--- config.mk ---
export PLATFORM = sky130hd
export DESIGN_NAME = aes128_enc_iter_flat
export DESIGN_NICKNAME = d
export VERILOG_FILES = /design/src/rtl/aes128_enc_iter_pkg.sv /design/src/rtl/aes128_enc_iter_if.sv /design/src/rtl/aes_key_step.sv /design/src/rtl/aes_round.sv /design/src/rtl/aes_sbox.sv /design/src/rtl/aes128_enc_iter.sv /design/src/flat_wrapper.sv
export SDC_FILE = /design/constraint.sdc
export NUM_CORES = 2
export LEC_CHECK = 0
export ABC_AREA = 1
export CAP_MARGIN = 20
export CELL_PAD_IN_SITES_DETAIL_PLACEMENT = 1
export CELL_PAD_IN_SITES_GLOBAL_PLACEMENT = 2
export CORE_ASPECT_RATIO = 2
export CORE_MARGIN = 2
export CORE_UTILIZATION = 32
export CTS_CLUSTER_SIZE = 12
export DETAILED_ROUTE_END_ITERATION = 8
export DONT_BUFFER_PORTS = 1
export GPL_TIMING_DRIVEN = 0
export PLACE_DENSITY_LB_ADDON = 0.2
export REMOVE_ABC_BUFFERS = 1
export SYNTH_ARGS = -nofsm -noshare
export SYNTH_HDL_FRONTEND = slang
export SYNTH_SLANG_ARGS = --single-unit
export TNS_END_PERCENT = 5
--- constraint.sdc ---
create_clock -name clk -period 3.4 [get_ports clk]
set_clock_uncertainty 0.2 [all_clocks]
set_input_delay 0.85 -clock clk [delete_from_list [all_inputs] [get_ports clk]]
set_output_delay 0.85 -clock clk [all_outputs]
set_load 0.02 [all_outputs]
--- src/rtl/aes128_enc_iter_pkg.sv ---
// Shared AES-128 definitions for the iterative encryption engine:
// round count, Rcon table, S-box table, GF(2^8) helpers and FSM state type.
package aes128_enc_iter_pkg;

   localparam int AES_NR = 10;

   localparam logic [7:0] AES_RCON [0:9] = '{
      8'h01, 8'h02, 8'h04, 8'h08, 8'h10, 8'h20, 8'h40, 8'h80, 8'h1b, 8'h36
   };

   // Entry n of the forward S-box sits at bits [2047-8n -: 8].
   localparam logic [2047:0] AES_SBOX = {
      128'h637c777bf26b6fc53001672bfed7ab76,
      128'hca82c97dfa5947f0add4a2af9ca472c0,
      128'hb7fd9326363ff7cc34a5e5f171d83115,
      128'h04c723c31896059a071280e2eb27b275,
      128'h09832c1a1b6e5aa0523bd6b329e32f84,
      128'h53d100ed20fcb15b6acbbe394a4c58cf,
      128'hd0efaafb434d338545f9027f503c9fa8,
      128'h51a3408f929d38f5bcb6da2110fff3d2,
      128'hcd0c13ec5f974417c4a77e3d645d1973,
      128'h60814fdc222a908846eeb814de5e0bdb,
      128'he0323a0a4906245cc2d3ac629195e479,
      128'he7c8376d8dd54ea96c56f4ea657aae08,
      128'hba78252e1ca6b4c6e8dd741f4bbd8b8a,
      128'h703eb5664803f60e613557b986c11d9e,
      128'he1f8981169d98e949b1e87e9ce5528df,
      128'h8ca1890dbfe6426841992d0fb054bb16
   };

   typedef enum logic [1:0] {
      IDLE = 2'd0,
      RUN  = 2'd1,
      DONE = 2'd2
   } aes_state_e;

   function automatic logic [7:0] xtime(input logic [7:0] b);
      return {b[6:0], 1'b0} ^ (b[7] ? 8'h1b : 8'h00);
   endfunction

   function automatic logic [31:0] mix_column(input logic [31:0] col);
      logic [7:0] a0, a1, a2, a3;
      a0 = col[31:24];
      a1 = col[23:16];
      a2 = col[15:8];
      a3 = col[7:0];
      return {xtime(a0) ^ xtime(a1) ^ a1 ^ a2 ^ a3,
              a0 ^ xtime(a1) ^ xtime(a2) ^ a2 ^ a3,
              a0 ^ a1 ^ xtime(a2) ^ xtime(a3) ^ a3,
              xtime(a0) ^ a0 ^ a1 ^ a2 ^ xtime(a3)};
   endfunction

endpackage

--- src/rtl/aes128_enc_iter_if.sv ---
// Block-in / ciphertext-out stream bundle of the iterative AES-128 engine.
// master = block source + ciphertext sink, slave = the engine.
interface aes128_enc_iter_if;
   logic         in_valid;
   logic         in_ready;
   logic [127:0] in_block;
   logic [127:0] in_key;
   logic         out_valid;
   logic         out_ready;
   logic [127:0] out_block;
   logic         busy;

   modport master (
      output in_valid, in_block, in_key, out_ready,
      input  in_ready, out_valid, out_block, busy
   );

   modport slave (
      input  in_valid, in_block, in_key, out_ready,
      output in_ready, out_valid, out_block, busy
   );
endinterface

--- src/rtl/aes_key_step.sv ---
// One AES-128 key-schedule step: next round key from the previous one and its Rcon.
module aes_key_step (
   input  logic [127:0] key_in,
   input  logic [7:0]   rcon_in,
   output logic [127:0] key_out
);

   logic [31:0] rot_word;
   logic [31:0] sub_word;
   logic [31:0] t_word;
   logic [31:0] w0, w1, w2, w3;

   assign rot_word = {key_in[23:0], key_in[31:24]};

   for (genvar i = 0; i < 4; i++) begin : g_sbox
      aes_sbox u_sbox (
         .in_byte  (rot_word[31-8*i -: 8]),
         .out_byte (sub_word[31-8*i -: 8])
      );
   end

   assign t_word  = sub_word ^ {rcon_in, 24'h0};
   assign w0      = key_in[127:96] ^ t_word;
   assign w1      = key_in[95:64]  ^ w0;
   assign w2      = key_in[63:32]  ^ w1;
   assign w3      = key_in[31:0]   ^ w2;
   assign key_out = {w0, w1, w2, w3};

endmodule

--- src/rtl/aes_round.sv ---
// One AES encryption round; final_round skips MixColumns.
module aes_round
   import aes128_enc_iter_pkg::*;
(
   input  logic [127:0] state_in,
   input  logic [127:0] round_key,
   input  logic         final_round,
   output logic [127:0] state_out
);

   logic [127:0] sb;
   logic [127:0] sr;
   logic [127:0] mc;

   for (genvar i = 0; i < 16; i++) begin : g_sbox
      aes_sbox u_sbox (
         .in_byte  (state_in[127-8*i -: 8]),
         .out_byte (sb[127-8*i -: 8])
      );
   end

   // Byte i is row i%4, column i/4; row r rotates left by r columns.
   for (genvar r = 0; r < 4; r++) begin : g_row
      for (genvar c = 0; c < 4; c++) begin : g_col
         assign sr[127-8*(r+4*c) -: 8] = sb[127-8*(r+4*((c+r)%4)) -: 8];
      end
   end

   for (genvar c = 0; c < 4; c++) begin : g_mix
      assign mc[127-32*c -: 32] = mix_column(sr[127-32*c -: 32]);
   end

   assign state_out = (final_round ? sr : mc) ^ round_key;

endmodule

--- src/rtl/aes_sbox.sv ---
// Forward AES S-box as a table lookup.
module aes_sbox
   import aes128_enc_iter_pkg::*;
(
   input  logic [7:0] in_byte,
   output logic [7:0] out_byte
);

   assign out_byte = AES_SBOX[11'(2047 - 8 * int'(in_byte)) -: 8];

endmodule

--- src/rtl/aes128_enc_iter.sv ---
// Iterative AES-128 encryption core: UNROLL rounds per clock with on-the-fly
// key expansion, one block in flight, valid/ready on both sides.
//
// state | meaning
// IDLE  | no block held, ready for a new one
// RUN   | applying UNROLL rounds per cycle
// DONE  | ciphertext presented until the sink takes it
module aes128_enc_iter
   import aes128_enc_iter_pkg::*;
#(
   parameter int UNROLL = 1
) (
   input  logic              clk,
   input  logic              rst,
   aes128_enc_iter_if.slave  stream
);

   if (!(UNROLL == 1 || UNROLL == 2 || UNROLL == 5 || UNROLL == 10)) begin : g_bad_unroll
      $error("aes128_enc_iter: UNROLL must be 1, 2, 5 or 10");
   end

   aes_state_e   state;
   logic [127:0] st_q;
   logic [127:0] key_q;
   logic [7:0]   rcon_q;
   logic [3:0]   round_ctr;
   logic         out_valid_q;
   logic [127:0] out_block_q;
   logic         busy_q;

   logic         in_ready_c;
   logic         accept;
   logic         done_step;

   logic [127:0] st_c  [UNROLL+1];
   logic [127:0] key_c [UNROLL+1];
   logic [7:0]   rc_c  [UNROLL+1];

   assign st_c[0]  = st_q;
   assign key_c[0] = key_q;
   assign rc_c[0]  = rcon_q;

   for (genvar u = 0; u < UNROLL; u++) begin : g_round
      aes_key_step u_key_step (
         .key_in  (key_c[u]),
         .rcon_in (rc_c[u]),
         .key_out (key_c[u+1])
      );

      aes_round u_round (
         .state_in    (st_c[u]),
         .round_key   (key_c[u+1]),
         .final_round (round_ctr + 4'(u) == 4'(AES_NR)),
         .state_out   (st_c[u+1])
      );

      assign rc_c[u+1] = xtime(rc_c[u]);
   end

   assign in_ready_c = !rst && ((state == IDLE) || ((state == DONE) && stream.out_ready));
   assign accept     = stream.in_valid && in_ready_c;
   assign done_step  = (round_ctr + 4'(UNROLL - 1)) == 4'(AES_NR);

   always_ff @(posedge clk) begin
      if (rst) begin
         state       <= IDLE;
         st_q        <= '0;
         key_q       <= '0;
         rcon_q      <= 8'h01;
         round_ctr   <= 4'd0;
         out_valid_q <= 1'b0;
         out_block_q <= '0;
         busy_q      <= 1'b0;
      end else begin
         case (state)
            IDLE: begin
               if (accept) begin
                  st_q      <= stream.in_block ^ stream.in_key;
                  key_q     <= stream.in_key;
                  rcon_q    <= 8'h01;
                  round_ctr <= 4'd1;
                  busy_q    <= 1'b1;
                  state     <= RUN;
               end
            end
            RUN: begin
               st_q      <= st_c[UNROLL];
               key_q     <= key_c[UNROLL];
               rcon_q    <= rc_c[UNROLL];
               round_ctr <= round_ctr + 4'(UNROLL);
               if (done_step) begin
                  out_block_q <= st_c[UNROLL];
                  out_valid_q <= 1'b1;
                  busy_q      <= 1'b0;
                  state       <= DONE;
               end
            end
            DONE: begin
               // in_ready in DONE implies out_ready, so an accept here is also the output transfer.
               if (stream.out_ready) begin
                  out_valid_q <= 1'b0;
                  if (accept) begin
                     st_q      <= stream.in_block ^ stream.in_key;
                     key_q     <= stream.in_key;
                     rcon_q    <= 8'h01;
                     round_ctr <= 4'd1;
                     busy_q    <= 1'b1;
                     state     <= RUN;
                  end else begin
                     state <= IDLE;
                  end
               end
            end
            default: begin
               state <= IDLE;
            end
         endcase
      end
   end

   assign stream.in_ready  = in_ready_c;
   assign stream.out_valid = out_valid_q;
   assign stream.out_block = out_block_q;
   assign stream.busy      = busy_q;

   a_round_ctr_range: assert property (@(posedge clk) disable iff (rst) round_ctr <= 4'd11);

   a_rcon_tracks_round: assert property (@(posedge clk) disable iff (rst)
      (state == RUN) |-> (rcon_q == AES_RCON[round_ctr - 4'd1]));

endmodule
--- src/flat_wrapper.sv ---
// flat-port wrapper written by rule: the top's interface ports become plain ports
module aes128_enc_iter_flat import aes128_enc_iter_pkg::*;
#(
   parameter int UNROLL = 1
)
  (clk, rst, stream_in_valid, stream_in_block, stream_in_key, stream_out_ready, stream_in_ready, stream_out_valid, stream_out_block, stream_busy);
  aes128_enc_iter_if stream_i ();
  input  logic clk;
  input  logic rst;
  input wire logic [$bits(stream_i.in_valid)-1:0] stream_in_valid;
  input wire logic [$bits(stream_i.in_block)-1:0] stream_in_block;
  input wire logic [$bits(stream_i.in_key)-1:0] stream_in_key;
  input wire logic [$bits(stream_i.out_ready)-1:0] stream_out_ready;
  output wire logic [$bits(stream_i.in_ready)-1:0] stream_in_ready;
  output wire logic [$bits(stream_i.out_valid)-1:0] stream_out_valid;
  output wire logic [$bits(stream_i.out_block)-1:0] stream_out_block;
  output wire logic [$bits(stream_i.busy)-1:0] stream_busy;
  assign stream_i.in_valid = stream_in_valid;
  assign stream_i.in_block = stream_in_block;
  assign stream_i.in_key = stream_in_key;
  assign stream_i.out_ready = stream_out_ready;
  assign stream_in_ready = stream_i.in_ready;
  assign stream_out_valid = stream_i.out_valid;
  assign stream_out_block = stream_i.out_block;
  assign stream_busy = stream_i.busy;
  aes128_enc_iter #(.UNROLL(UNROLL)) u_core (.clk(clk), .rst(rst), .stream(stream_i));
endmodule
==> flow_results.org <==
** Floorplanning
- Number of cell rows :: 239
- During I/O placement, the number of pins put on the boundary was 391.
- The die is 656 um tall.
- Die area :: about 0.22 mm2
- The floorplan step defined a core boundary enclosing 0.212 mm2.
- Die W :: 330 um
- The initial utilization of the core area, before any placement, comes to 0.321.

** Clock network
- CTS H-tree depth :: 2
- The tree is rooted in a sky130_fd_sc_hd__clkbuf_16.
- Clock tree buffer depth :: 3
- Insertion delay of the later-clocked pin in the worst-skew pair :: 0.81 ns
- TritonCTS built the clock tree.
- Num Clock Sinks :: 400
- Clock-pin slew on the worst setup and hold paths :: roughly 0.12 ns
- Number of buffers created by CTS :: 53

** Logic synthesis
- Post-synthesis sequential element count :: 400
- Async set-reset flop share out of synthesis :: 0
- sky130_fd_sc_hd__nand2_1 takes more of the synthesized area than any other cell.
- Warnings from Yosys :: 0
- Of the synthesized area, sequential elements account for 0.118.
- In the synthesized netlist, the number of instances is 14300.
- Primary FF master, synth :: sky130_fd_sc_hd__dfxtp_1
- Counting flops with a built-in enable in the synthesized netlist gives 0.
- Sorting the synthesized cells by area gives the leading types as sky130_fd_sc_hd__nand2_1 (36%), sky130_fd_sc_hd__nand3_1 (23%), sky130_fd_sc_hd__dfxtp_1 (12%).
- The synthesized netlist occupies a cell area of 0.0680 mm2.
- In this run, distinct cell masters in the synthesized netlist total 42.
- The share of synthesized area in the top cell type comes to 0.363.
- Most frequent cells after synthesis :: sky130_fd_sc_hd__nand2_1 (6584), sky130_fd_sc_hd__nand3_1 (3099), sky130_fd_sc_hd__inv_1 (967), sky130_fd_sc_hd__nor2_1 (756), sky130_fd_sc_hd__a21oi_1 (477)
- Averaged over all synthesized cells, the footprint is 4.77 um2.
- Among all cell types in the netlist, the one instantiated most often is sky130_fd_sc_hd__nand2_1.

** Run
- The tool flagged a number of max-cap violations equal to 0.

** Pwr
- Power per cell area :: 1300 mW/mm2
- Share of total power in sequential cells :: 0.072
- The analysis attributes to net switching a power of 78700 uW.
- Internal Power :: about 38000 uW
- Across the VDD grid, the largest voltage drop is 0.859 mV.
- The share of total power dissipated in the clock network is 0.055.
- Summed over all cells, the static leakage comes to 0.0450 uW.
- Proportion of power drawn by combinational gates :: 0.873
- Switching share of power :: 0.675

** Final layout
- After routing the design area is 0.0898 mm2.
- In the final layout, the share of cells above drive strength 1 is 0.207.
- At the end of the flow the core is filled with cells to 0.424.
- Layout-stage area growth over the synthesis result :: 32.0%
- Number of nets at the end of the flow :: 14700
- Filler-free cell count of the finished design :: 17300

** Route
- After detailed routing, the average wire length per cell comes to about 31 um.
- The first routing iteration left 9799 violations.
- Total via count after detailed routing :: 107000
- In the routed design, unresolved DRC markers number 102.
- The first detailed-routing pass took 9 iterations.
- Summed over all layers, the routed wires come to 541000 um.
- Using the TritonRoute via totals, the vias-per-cell ratio works out to 6.17.
- Detail Route Antenna Nets :: 0

** Place
- Summing all placed instances gives a cell area of 0.0698 mm2.
- Dpl hpwl :: approximately 390000 um
- OpenSTA, run right after detailed placement, puts the worst setup slack at -2.73 ns.
- Placed cell count :: 16300
- During placement, the flow inserted port buffers numbering 0.
- At the end of routability-driven placement, the weighted congestion stood at ~1.1.

** GRT
- Vias in the first global route :: 103000
- Across every metal layer, demand over resource in global routing totals 0.460.
- Entering global routing, the biggest net connects 380 pins.
- GRT Residual Overflow :: 0
- Global-route wire length before repair :: 730000 um
- Antenna violations before repair :: 24

** Outcome
- The flow ran to the end, but the final reports show violations.
- Failing checks :: design-rule violations, negative hold slack, max-slew violations, negative setup slack

** Worst hold path
- Counting instances, the worst hold path has a depth of 1.
- Worst hold-check path type :: input pin to flop

** Critical path
- Counting cells, the worst reg-to-reg path comes to 10.
- STA classifies the critical path endpoint as a flop.
- The worst setup path is of the flop to flop kind.
- Data arrives at the worst endpoint at 4.03 ns.
- Worst Path Required :: 3.78 ns
- STA classifies the critical path startpoint as a flop.
- Of all nets on the critical path, the largest fanout is 79.

** Timing
- The number of pins with negative max-slew slack in the final report came to 325.
- Hold Violations, Final :: 3
- Setup violations remaining at the end of the flow were counted as 188.
- Subtracting the final worst setup slack from the clock period gives ~3.7 ns.
- Maximum frequency from static timing analysis :: around 270 MHz
- Actual transition at the worst max-transition pin :: 2.24 ns
- The worst pin sits at a relative slew slack of -0.492.
- Setup repair after global routing could not meet its margin everywhere.
- Worst-case hold slack :: -0.0448 ns
- Fraction of the cycle the final worst path needs :: 1.08
- Final worst slack :: -0.255 ns
critical path, stage by stage (launching register included):
cell	delay [ns]
sky130_fd_sc_hd__dfxtp_1	0.41
sky130_fd_sc_hd__a211oi_4	0.84
sky130_fd_sc_hd__nand2_8	0.06
sky130_fd_sc_hd__buf_12	0.19
sky130_fd_sc_hd__buf_16	0.18
sky130_fd_sc_hd__nand2_8	0.20
sky130_fd_sc_hd__buf_4	0.19
sky130_fd_sc_hd__inv_8	0.13
sky130_fd_sc_hd__buf_16	0.26
sky130_fd_sc_hd__nand2_1	0.22
sky130_fd_sc_hd__a31oi_1	0.09
routing by layer:
metal | global-route usage | share of wire | vias up
met3 | 0.104 | 0.083 | 2652
met2 | 0.758 | 0.45 | 5899
met4 | 0.488 | 0.14 | 10
met1 | 0.458 | 0.32 | 51500
li1 | - | - | 46600
met5 | 0 | 0.00013 | -
power groups by stage:
stage / logic [uW] / registers, uW / clock network [uW]
after global placement: 73000 / 9250 / 0
after global routing: 107000 / 8410 / 6550
after CTS: 84700 / 8410 / 6420
after floorplan: 45100 / 7570 / 0
after detailed placement: 75300 / 8450 / 0
final: 102000 / 8420 / 6440
state kept, by name (all words and copies together), names as in the netlist:
register / flops
u_core.state: 2
u_core.round_ctr: 4
u_core.key_q: 128
u_core.rcon_q: 8
u_core.stream.out_block: 128
u_core.stream.out_valid: 1
u_core.stream.busy: 1
u_core.st_q: 128
metrics by stage:
step | TNS, ns | total power, uW | hold WS (ns)
floorplan | -4512.45 | 52700 | 0.235
global placement | - | 82200 | 0.274
detailed placement | -608.19 | 83700 | 0.289
CTS | -7.87 | 99500 | -0.0516
global route | -21.03 | 122000 | -0.0346
finish | -17.47 | 117000 | -0.0448
path summary, 6_finish.rpt:
check	from	endpoint	slack, ns
max	u_core.state[1]	u_core.key_q[15]	-0.26
min	rst	u_core.stream.out_valid	-0.04
min reg2reg	u_core.state[0]	u_core.state[0]	0.29
max reg2reg	u_core.state[1]	u_core.key_q[15]	-0.26
cell usage in the layout, fill, tap and decap left out, types with 42 or more instances in the layout:
master                       count
sky130_fd_sc_hd__a21oi_1       434
sky130_fd_sc_hd__a31oi_1       147
sky130_fd_sc_hd__buf_12         81
sky130_fd_sc_hd__buf_16         52
sky130_fd_sc_hd__buf_4         687
sky130_fd_sc_hd__buf_6          53
sky130_fd_sc_hd__clkbuf_16      68
sky130_fd_sc_hd__clkinvlp_4     95
sky130_fd_sc_hd__dfxtp_1       247
sky130_fd_sc_hd__dfxtp_4       121
sky130_fd_sc_hd__inv_1         844
sky130_fd_sc_hd__inv_2          61
sky130_fd_sc_hd__nand2_1      5759
sky130_fd_sc_hd__nand2_2       510
sky130_fd_sc_hd__nand2_4       331
sky130_fd_sc_hd__nand2_8        48
sky130_fd_sc_hd__nand3_1      2680
sky130_fd_sc_hd__nand3_2       292
sky130_fd_sc_hd__nand3_4       156
sky130_fd_sc_hd__nand3b_1       42
sky130_fd_sc_hd__nor2_1        603
sky130_fd_sc_hd__nor2_2         92
sky130_fd_sc_hd__nor2_4         80
sky130_fd_sc_hd__o211ai_1       73
sky130_fd_sc_hd__o21ai_0       230
sky130_fd_sc_hd__o21ai_1        52
sky130_fd_sc_hd__o22ai_1       130
sky130_fd_sc_hd__xnor2_1       145
layout make-up:
class,instances,area (um2)
diodes,14,35.0
clock buffers,64,1410
clock inverters,32,337
fillers,29700,122000
inverters,1053,4720
multi-input cells,12000,61500
flip-flops and latches,400,8500
well taps,2771,3470
repair buffers,916,9690
repair inverters,23,178
cell families after synthesis:
family,Yosys count,share of synthesized area
simple gates,10600,0.652
flops,400,0.118
buf+inv,1876,0.111
fa+ha+maj,2,0.000368
compound gates,1176,0.0957
xor+xnor,177,0.0229
what timing repair did:
item,4_1_cts,5_1_grt
resized for setup,1402,1407
setup endpoints to repair,400,336
endpoints found under the hold margin,3,3
gates cloned,36,28
pin swaps,64,273
setup buffers,299,517
(Power assumes the default switching activity.)
